**config.mk**
```make
export PLATFORM = sky130hd
export DESIGN_NAME = video_acc_sequencer
export DESIGN_NICKNAME = d
export VERILOG_FILES = /design/src/rtl/video_acc_sequencer.sv
export SDC_FILE = /design/constraint.sdc
export NUM_CORES = 2
export LEC_CHECK = 0
export ABC_CLOCK_PERIOD_IN_PS = 8700
export BUFFER_PORTS_ARGS = -buffer_cell sky130_fd_sc_hd__buf_2
export CAP_MARGIN = 5
export CORE_AREA = 10 10 433 435
export DETAILED_ROUTE_END_ITERATION = 10
export DIE_AREA = 0 0 443 445
export GPL_TIMING_DRIVEN = 0
export MAX_ROUTING_LAYER = met4
export PLACE_DENSITY = 0.56
export SKIP_LAST_GASP = 1
export SLEW_MARGIN = 15
export SYNTH_ARGS = -nofsm -noshare
export SYNTH_HDL_FRONTEND = slang
export SYNTH_SLANG_ARGS = --single-unit
```
**constraint.sdc**
```tcl
create_clock -name aclk -period 8.7 [get_ports aclk]
set_input_delay 1.305 -clock aclk [delete_from_list [all_inputs] [get_ports aclk]]
set_output_delay 1.305 -clock aclk [all_outputs]
set_load 0.02 [all_outputs]
```
**src/rtl/video_acc_sequencer.sv**
```systemverilog
// Instruction sequencer: buffers 32-bit instructions in a FIFO, decodes base loads and
// stream commands, and issues read/write mover commands. Optional perf counters: VIDEO_ACC_SEQ_PERF_EN.
module video_acc_sequencer #(
  parameter int ADDR_WIDTH      = 64,
  parameter int DEST_WIDTH      = 3,
  parameter int N_PORTS         = 3,
  parameter int FIFO_DEPTH_LOG2 = 5,
  parameter int OFFSET_SHIFT    = 6
) (
  input  logic                       aclk,
  input  logic                       aresetn,
  input  logic                       inst_wr_en,
  input  logic [31:0]                inst_wr_data,
  output logic [FIFO_DEPTH_LOG2:0]   inst_count,
  output logic [ADDR_WIDTH-1:0]      rd_addr,
  output logic [ADDR_WIDTH-1:0]      rd_len,
  output logic                       rd_valid,
  input  logic                       rd_ready,
  output logic [ADDR_WIDTH-1:0]      wr_addr,
  output logic                       wr_valid,
  input  logic                       wr_ready,
  output logic [DEST_WIDTH-1:0]      route_dest,
  output logic                       busy,
  output logic                       cmd_done,
  output logic                       err_illegal,
  input  logic                       err_clear,
`ifdef VIDEO_ACC_SEQ_PERF_EN
  output logic [31:0]                perf_busy_cycles,
  output logic [31:0]                perf_cmds,
`endif
  output logic [2:0]                 dbg_state
);

  localparam int DEPTH = 2 ** FIFO_DEPTH_LOG2;
  localparam logic [FIFO_DEPTH_LOG2:0] DEPTH_L = (FIFO_DEPTH_LOG2 + 1)'(DEPTH);
  localparam logic [6:0] MAIN_END = 7'(8 + N_PORTS);

  typedef enum logic [2:0] {
    S_IDLE       = 3'd0,
    S_LOAD_HI_RD = 3'd1,
    S_LOAD_HI_WR = 3'd2,
    S_ISSUE      = 3'd3,
    S_RUN        = 3'd4
  } state_t;

  // Valid/ready: a command is transferred on any edge where valid && ready; valid then
  // drops the following cycle and the command registers stay frozen while valid is high.

  state_t                     r_state;
  logic [31:0]                r_mem [DEPTH];
  logic [FIFO_DEPTH_LOG2-1:0] r_wr_ptr;
  logic [FIFO_DEPTH_LOG2-1:0] r_rd_ptr;
  logic [FIFO_DEPTH_LOG2:0]   r_count;
  logic [ADDR_WIDTH-1:0]      r_base_rd;
  logic [ADDR_WIDTH-1:0]      r_base_wr;
  logic [ADDR_WIDTH-1:0]      r_rd_addr;
  logic [ADDR_WIDTH-1:0]      r_wr_addr;
  logic [ADDR_WIDTH-1:0]      r_rd_len;
  logic [DEST_WIDTH-1:0]      r_route_dest;
  logic                       r_rd_valid;
  logic                       r_wr_valid;
  logic                       r_cmd_done;
  logic                       r_err;

  logic                       w_empty;
  logic                       w_full;
  logic                       w_push;
  logic                       w_pop;
  logic [31:0]                w_head;
  logic [5:0]                 w_op;
  logic [5:0]                 w_k;
  logic                       w_is_main;
  logic                       w_is_meta;
  logic                       w_illegal;
  logic [ADDR_WIDTH-1:0]      w_src;
  logic [ADDR_WIDTH-1:0]      w_dst;
  logic [ADDR_WIDTH-1:0]      w_len;
  logic [ADDR_WIDTH+63:0]     w_hi_rd_ext;
  logic [ADDR_WIDTH+63:0]     w_hi_wr_ext;

  assign w_empty   = (r_count == '0);
  assign w_full    = (r_count == DEPTH_L);
  assign w_push    = inst_wr_en && !w_full;
  assign w_head    = r_mem[r_rd_ptr];
  assign w_op      = w_head[5:0];
  assign w_k       = w_op - 6'd8;
  assign w_is_main = (w_op >= 6'd8) && ({1'b0, w_op} < MAIN_END);
  assign w_is_meta = (w_op == 6'd0) || (w_op == 6'd2) || (w_op == 6'd3) ||
                     (w_op == 6'd4) || (w_op == 6'd5);
  assign w_illegal = !w_is_main && !w_is_meta;
  assign w_pop     = !w_empty && ((r_state == S_IDLE) || (r_state == S_LOAD_HI_RD) ||
                                  (r_state == S_LOAD_HI_WR));

  assign w_src = {{(ADDR_WIDTH-7){1'b0}}, w_head[12:6]}  << OFFSET_SHIFT;
  assign w_dst = {{(ADDR_WIDTH-7){1'b0}}, w_head[19:13]} << OFFSET_SHIFT;
  assign w_len = {{(ADDR_WIDTH-7){1'b0}}, w_head[26:20]} << OFFSET_SHIFT;

  // Upper-word loads land in bits [63:32]; the extension makes narrower buses truncate
  // and wider buses read zero above bit 63.
  assign w_hi_rd_ext = {{ADDR_WIDTH{1'b0}}, w_head, r_base_rd[31:0]};
  assign w_hi_wr_ext = {{ADDR_WIDTH{1'b0}}, w_head, r_base_wr[31:0]};

  always_ff @(posedge aclk) begin
    if (w_push) r_mem[r_wr_ptr] <= inst_wr_data;
  end

  always_ff @(posedge aclk or negedge aresetn) begin
    if (!aresetn) begin
      r_wr_ptr <= '0;
      r_rd_ptr <= '0;
      r_count  <= '0;
    end else begin
      if (w_push) r_wr_ptr <= r_wr_ptr + 1'b1;
      if (w_pop)  r_rd_ptr <= r_rd_ptr + 1'b1;
      if (w_push && !w_pop)      r_count <= r_count + 1'b1;
      else if (!w_push && w_pop) r_count <= r_count - 1'b1;
    end
  end

  always_ff @(posedge aclk or negedge aresetn) begin
    if (!aresetn) begin
      r_state      <= S_IDLE;
      r_base_rd    <= '0;
      r_base_wr    <= '0;
      r_rd_addr    <= '0;
      r_wr_addr    <= '0;
      r_rd_len     <= '0;
      r_route_dest <= '0;
      r_rd_valid   <= 1'b0;
      r_wr_valid   <= 1'b0;
      r_cmd_done   <= 1'b0;
      r_err        <= 1'b0;
    end else begin
      r_cmd_done <= 1'b0;
      if (err_clear)
        r_err <= 1'b0;
      else if (w_pop && (r_state == S_IDLE) && w_illegal)
        r_err <= 1'b1;

      case (r_state)
        S_IDLE: begin
          if (!w_empty) begin
            if ((w_op == 6'd2) || (w_op == 6'd4)) begin
              r_base_rd[31:6] <= w_head[31:6];
              if (w_op == 6'd2) r_state <= S_LOAD_HI_RD;
            end else if ((w_op == 6'd3) || (w_op == 6'd5)) begin
              r_base_wr[31:6] <= w_head[31:6];
              if (w_op == 6'd3) r_state <= S_LOAD_HI_WR;
            end else if (w_is_main && (w_len != '0)) begin
              r_rd_addr    <= r_base_rd + w_src;
              r_wr_addr    <= r_base_wr + w_dst;
              r_rd_len     <= w_len;
              r_route_dest <= DEST_WIDTH'(w_k);
              r_rd_valid   <= 1'b1;
              r_wr_valid   <= 1'b1;
              r_state      <= S_ISSUE;
            end
          end
        end
        S_LOAD_HI_RD: begin
          if (!w_empty) begin
            r_base_rd <= w_hi_rd_ext[ADDR_WIDTH-1:0];
            r_state   <= S_IDLE;
          end
        end
        S_LOAD_HI_WR: begin
          if (!w_empty) begin
            r_base_wr <= w_hi_wr_ext[ADDR_WIDTH-1:0];
            r_state   <= S_IDLE;
          end
        end
        S_ISSUE: begin
          if (r_rd_valid && rd_ready) r_rd_valid <= 1'b0;
          if (r_wr_valid && wr_ready) r_wr_valid <= 1'b0;
          if (!r_rd_valid && !r_wr_valid) r_state <= S_RUN;
        end
        S_RUN: begin
          if (rd_ready && wr_ready) begin
            r_cmd_done <= 1'b1;
            r_state    <= S_IDLE;
          end
        end
        default: r_state <= S_IDLE;
      endcase
    end
  end

`ifdef VIDEO_ACC_SEQ_PERF_EN
  logic [31:0] r_perf_busy;
  logic [31:0] r_perf_cmds;

  always_ff @(posedge aclk or negedge aresetn) begin
    if (!aresetn) begin
      r_perf_busy <= '0;
      r_perf_cmds <= '0;
    end else begin
      if (((r_state == S_ISSUE) || (r_state == S_RUN)) && (r_perf_busy != 32'hFFFF_FFFF))
        r_perf_busy <= r_perf_busy + 32'd1;
      if (r_cmd_done) r_perf_cmds <= r_perf_cmds + 32'd1;
    end
  end

  assign perf_busy_cycles = r_perf_busy;
  assign perf_cmds        = r_perf_cmds;
`endif

  assign inst_count  = r_count;
  assign rd_addr     = r_rd_addr;
  assign rd_len      = r_rd_len;
  assign rd_valid    = r_rd_valid;
  assign wr_addr     = r_wr_addr;
  assign wr_valid    = r_wr_valid;
  assign route_dest  = r_route_dest;
  assign busy        = (r_state != S_IDLE) || !w_empty;
  assign cmd_done    = r_cmd_done;
  assign err_illegal = r_err;
  assign dbg_state   = r_state;

endmodule

```
# Word-level counts from Yosys, hierarchy flattened
# Memories as Yosys holds them, arrays and structs flattened.
# Index checks and enable logic that the tools add are counted.
dict set report word_totals {
  ff_bits 277
  mem_bits_rw 1024
  input_bits 38
  output_inout_bits 209
  wordCells 132
  mem_count 1
}
dict set report op_classes {
  addsub 7
  magnitude_cmp 2
  eq_ne 21
  n_mux 33
  bitwise 5
  reduce_logical 47
}
# memory words width read_ports rd_clocked_by_memory_dff write_ports line_no
set mem_list {}
lappend mem_list {r_mem 32 32 1 0 1 50} ;# logic [31:0] r_mem [DEPTH];
# cell count
set ops {}
lappend ops {{$mux 26} 5}
lappend ops {{$add 64x13->64} 2}
lappend ops {{$pmux 26 s2} 2}
lappend ops {{$reduce_bool 64->1} 1}
lappend ops {{$mux 3} 9}
lappend ops {{$ne 2x2->1 const B} 8}
lappend ops {{$logic_and 1x1->1} 13}
lappend ops {{$eq 6x2->1 const B} 2}
lappend ops {{$eq 6x3->1 const B} 2}
lappend ops {{$logic_not 6->1} 2}
lappend ops {{$mux 1} 12}
lappend ops {{$mux 6} 2}
lappend ops {{$pmux 3 s4} 1}
lappend ops {{$reduce_and 6->1} 2}
lappend ops {{$add 5x1->5 const B} 2}
lappend ops {{$reduce_and 5->1} 2}
lappend ops {{$logic_or 1x1->1} 9}
lappend ops {{$logic_not 1->1} 8}
lappend ops {{$reduce_and 7->1} 1}
lappend ops {{$add 6x1->6 const B} 1}
lappend ops {{$eq 3x2->1 const B} 2}
lappend ops {{$eq 6x6->1 const B} 1}
lappend ops {{$ge 6x4->1 const B} 1}
lappend ops {{$lt 6x4->1 const B} 1}
lappend ops {{16 further kinds} 24}

# Longest topological paths before layout
# An unclocked memory read counts as a cell.
dict set report depth {
  depth_word 11
  depth_mapped 20
  ltp_nobuf 15
}

# Least setup slack after synthesis
# No wires, ideal clock.
dict set report synth_path {
  path_kind {flip-flop to flip-flop}
  from {reg r_rd_ptr[1]}
  to {reg r_wr_addr[50] (netlist: wr_addr[50])}
  arrival_ns 5.264
  required_time_ns 8.575
  setup_slack_ns 3.312
  stages_incl_launch_ff 19
  path_buffers 6
  period_less_slack_ns 5.388
  path_cell_list {dfrtp_1 -> buf_4 -> buf_4 -> buf_6 -> buf_2 -> clkbuf_1 -> mux4_2 -> mux4_2 -> mux2_2 -> ha_1 -> fa_1 -> a21o_1 -> a21o_1 -> a2111oi_0 -> or4b_2 -> clkbuf_1 -> nor4_1 -> xor2_1 -> mux2_2}
}
dict set report synth_via {
  word_cells_on_any_way 16
}
# element line_no
set synth_lines {}
lappend synth_lines {{start, declared} 52} ;# logic [FIFO_DEPTH_LOG2-1:0] r_rd_ptr;
lappend synth_lines {{start signal, assigned} 114} ;# if (w_pop) r_rd_ptr <= r_rd_ptr + 1'b1;
lappend synth_lines {{$mem_v2 32x32} -}
lappend synth_lines {{named net w_head[13]} 69} ;# logic [31:0] w_head;
lappend synth_lines {{$add 64x13->64} 151} ;# r_wr_addr <= r_base_wr + w_dst;
lappend synth_lines {{end signal, assigned} 151}
lappend synth_lines {{end, declared} 57} ;# logic [ADDR_WIDTH-1:0] r_wr_addr;
# The timed path passes the listed nets, and every way through them passes these cells.
# A chain may end at the register's enable or synchronous reset.

# Worst setup path after layout
dict set report layout_path {
  from {reg r_rd_ptr[1]}
  to {reg r_wr_addr[52] (netlist: wr_addr[52])}
}
# Same word-level chain as after synthesis.

==> flow_summary.ini <==
[run_status]
outcome = finished clean

[cells_and_area]
most-common-layout-cells = 1024 x edfxtp_1, 268 x mux4_2, 265 x dfrtp_1
final_nets = 3312
syn_to_final_growth_pct = 19.1
final_common_cell = edfxtp_1
drive_gt1_share_pct = 32.5
nFillCells = 16497
regArea_mm2 = 0.0374
postLayoutCellArea_mm2 = 0.0634
multi_input_gate_area_mm2 = 0.0146

[clock_network]
cts_buffers = 139
cts_buffer_depth = 3
clock_sink_count = 1289
post_cts_resized = 0
clk-insertion-delay-late_ps = 790
clkTransAtPathRegs_ps = 60
tritoncts = yes
htree_num_levels = 4
cts_hold_repair.buffers = 0
clock_tree.root_cell = clkbuf_16
cts_setup_buffers = 0

[sta]
finalCriticalPeriod_ps = 7430
tns_ps = 0
final.setup_skew_ps = 31.3
timing_max_transition_violations_final = 0
slew-limit-headroom_pct = 18.0
timing.final.crit_share_pct = 85.4
rsz_0062_raised_after_global_routing = no
worstMarginPinSlew_ps = 1230
hold_slack_ps = 482
setup-violations-final = 0
timing.fmax_ghz = 0.135
timing_hold_violations_final = 0

[critical_path]
critical_path.endpoint_type = register
required_worst_endpoint_ps = 9360
crit_fanout = 10
rrSetupSlack_ps = 1270
worstSetupPathType = reg2reg
timing.reg2reg.worst_path_depth = 18
worst_r2r_endpoint = wr_addr[52]
worstPathArrival_ps = 8090
critPathLaunchType = register
rr_startpoint = r_rd_ptr[1]

[global_routing]
grt_first_pass_wirelength_mm = 218
globalRouteTotalUtil_pct = 15.7
grt_util_met3_pct = 3.18
grt_max_degree = 102
grt_pass1_vias = 27922
grt_util_met2_pct = 25.5
grt_met1_usage_pct = 20.3
grt_remaining_overflow = 0
grt_antenna_before_repair = 22
gr-max-usage-layer = met2

[place]
post-dp-hpwl_mm = 108
port_buffers = 177
placed_cell_area_mm2 = 0.0591
place_congestion = 0.788

[logic_synthesis]
seq_total_area_yosys_pct = 70.3
syn-mean-instance-area_um2 = 19.0
synthFlopType = edfxtp_1
synth_cell_types = 81
synthCells = 2795
synth_edf_count = 1024
ffs_w_async_s_r_synth_pct = 20.6
yosys_register_bits = 1289
syn-cell-area_mm2 = 0.0532
yosys_warnings = 0

[detailed_routing]
finalWirelength_mm = 154
routed-via-count = 27873
wire_per_inst_um = 26.9
viasPerCell = 4.87
antenna_violating_nets_post_route = 0
detailedRoute.firstIterationViolations = 2772
drc = 0
drt_pass1_iterations = 5

[pwr]
p_seq_share_pct = 35.9
p_int_uw = 14400
power_switching_share_pct = 36.4
pwr-share-clk_pct = 24.7
power.net_switching_uw = 8210
p_leak_uw = 0.0226
maximum_resistive_drop_on_vdd_mv = 0.195
power.density_cell_area_mw_per_mm2 = 356
combinationalPowerShare_pct = 39.4

[min_path]
min_delay_path_depth = 1
worst_hold_startpoint = route_dest[2]
min_to = route_dest[2]
min_path_type = reg2reg

[floorplanning]
design.core.area_mm2 = 0.178
initial_util_pct = 29.8
die_area_mm2 = 0.197
core.rowCount = 155
dieHeight_um = 445
ios = 247
die_width_um = 443

[run]
drv.max_cap_violation_count = 0
==> cell usage after synthesis, types with 4 or more instances <==
cell type | number | area [um^2]
nor3_1 | 29 | 145
o21ai_0 | 38 | 190
a21oi_1 | 23 | 115
mux2_4 | 103 | 1550
edfxtp_1 | 1024 | 30700
dfrtp_1 | 265 | 6630
nand3_1 | 42 | 210
mux2_1 | 15 | 169
nand3b_1 | 7 | 52.6
or3_1 | 5 | 31.3
buf_6 | 32 | 360
mux4_2 | 268 | 6040
buf_1 | 12 | 45.0
nor2_1 | 112 | 420
nand4_1 | 21 | 131
xor2_1 | 52 | 455
and2_1 | 13 | 81.3
nor4_1 | 11 | 68.8
a21o_1 | 7 | 52.6
inv_1 | 45 | 169
or4_1 | 4 | 30.0
a2111o_1 | 4 | 45.0
o2111ai_1 | 5 | 43.8
nor2b_1 | 8 | 50.1
o22ai_1 | 11 | 68.8
a22o_1 | 13 | 114
a211o_1 | 5 | 43.8
o221ai_1 | 11 | 96.3
mux2i_1 | 71 | 711
buf_2 | 15 | 75.1
ha_1 | 24 | 300
buf_12 | 11 | 220
or2_2 | 5 | 31.3
buf_4 | 82 | 616
and3_1 | 20 | 125
a211oi_1 | 6 | 45.0
clkbuf_1 | 43 | 161
nand2_1 | 103 | 387
xnor2_1 | 73 | 639
and4_1 | 5 | 43.8
mux2_2 | 88 | 991
==> per-stage QoR <==
| step | std cells | worst slack [ps] | power [uW] | util, % |
|---|---|---|---|---|
| 2_1_floorplan | 2863 | 3310 | 13700 | - |
| 3_3_place_gp | 5395 | 886 | 16900 | 32.1 |
| 3_5_place_dp | 5461 | 1200 | 17200 | 33.2 |
| 4_1_cts | 5702 | 1160 | 22800 | 35.5 |
| 5_1_grt | 5715 | 859 | 23500 | 35.5 |
| 6_report | 5718 | 1270 | 22600 | 35.6 |
==> per-layer routing <==
layer	wire length [um]	up-vias
li1	-	11859
met1	65300	14754
met2	74800	1047
met3	10200	213
met4	3150	0
met5	0	-
==> power groups by stage <==
| stage | logic, uW | registers (uW) | clock network, uW |
|---|---|---|---|
| after CTS | 9010 | 8080 | 5680 |
| after floorplan | 5310 | 8380 | 0 |
| after detailed placement | 8970 | 8210 | 0 |
| after global placement | 8720 | 8230 | 0 |
| final | 8890 | 8090 | 5570 |
| after global routing | 9380 | 8180 | 5920 |
==> cell type report <==
| class | instances | area share, % |
|---|---|---|
| buffer | 197 | 2.38 |
| clock buffer | 192 | 6.10 |
| tap | 2355 | 4.65 |
| clock inverter | 49 | 0.579 |
| multi-input combinational | 1331 | 23.1 |
| sequential | 1289 | 59.0 |
| timing repair buffer | 243 | 3.88 |
| antenna | 16 | 0.0632 |
| inverter | 46 | 0.272 |
==> state kept, by name, summed over array words and instances, names as in the netlist, 5 cells and up <==
signal,count
r_mem,1024
r_base_rd,58
r_base_wr,58
rd_addr,58
wr_addr,58
rd_len,7
inst_count,6
r_rd_ptr,5
r_wr_ptr,5
==> how the worst max path moves through the flow <==
stage / start / endpoint / slack [ps]
floorplan: r_rd_ptr[1] / wr_addr[50] / 3310
global placement: r_rd_ptr[2] / wr_addr[52] / 890
detailed placement: r_rd_ptr[1] / wr_addr[52] / 1200
CTS: r_rd_ptr[1] / wr_addr[52] / 1160
global route: r_rd_ptr[1] / wr_addr[52] / 860
finish: r_rd_ptr[1] / wr_addr[52] / 1270
==> critical path, stage by stage (launching register included) <==
cell and delay (ps):
dfrtp_1 660, buf_4 320, buf_4 320, buf_6 240, buf_2 310, clkbuf_1 760, mux4_2 420, mux4_2 510
mux2_2 460, ha_1 290, fa_1 410, a21o_1 180, a21o_1 220, a2111oi_1 940, or4b_2 280, clkbuf_1 350
nor4_1 140, xor2_1 170, mux2_2 270
==> kinds of logic after synthesis <==
family,Yosys count,synth area share (%)
AOI/OAI and AO/OA,161,2.23
xor gates and xnor gates,126,2.11
adders and majority gates,27,0.677
buffers and inverters,243,3.16
DFF,1289,70.3
muxes,546,17.8
other,1,0.00705
and+or+nand+nor,402,3.73
No activity file was read; power rests on OpenSTA's default activity.
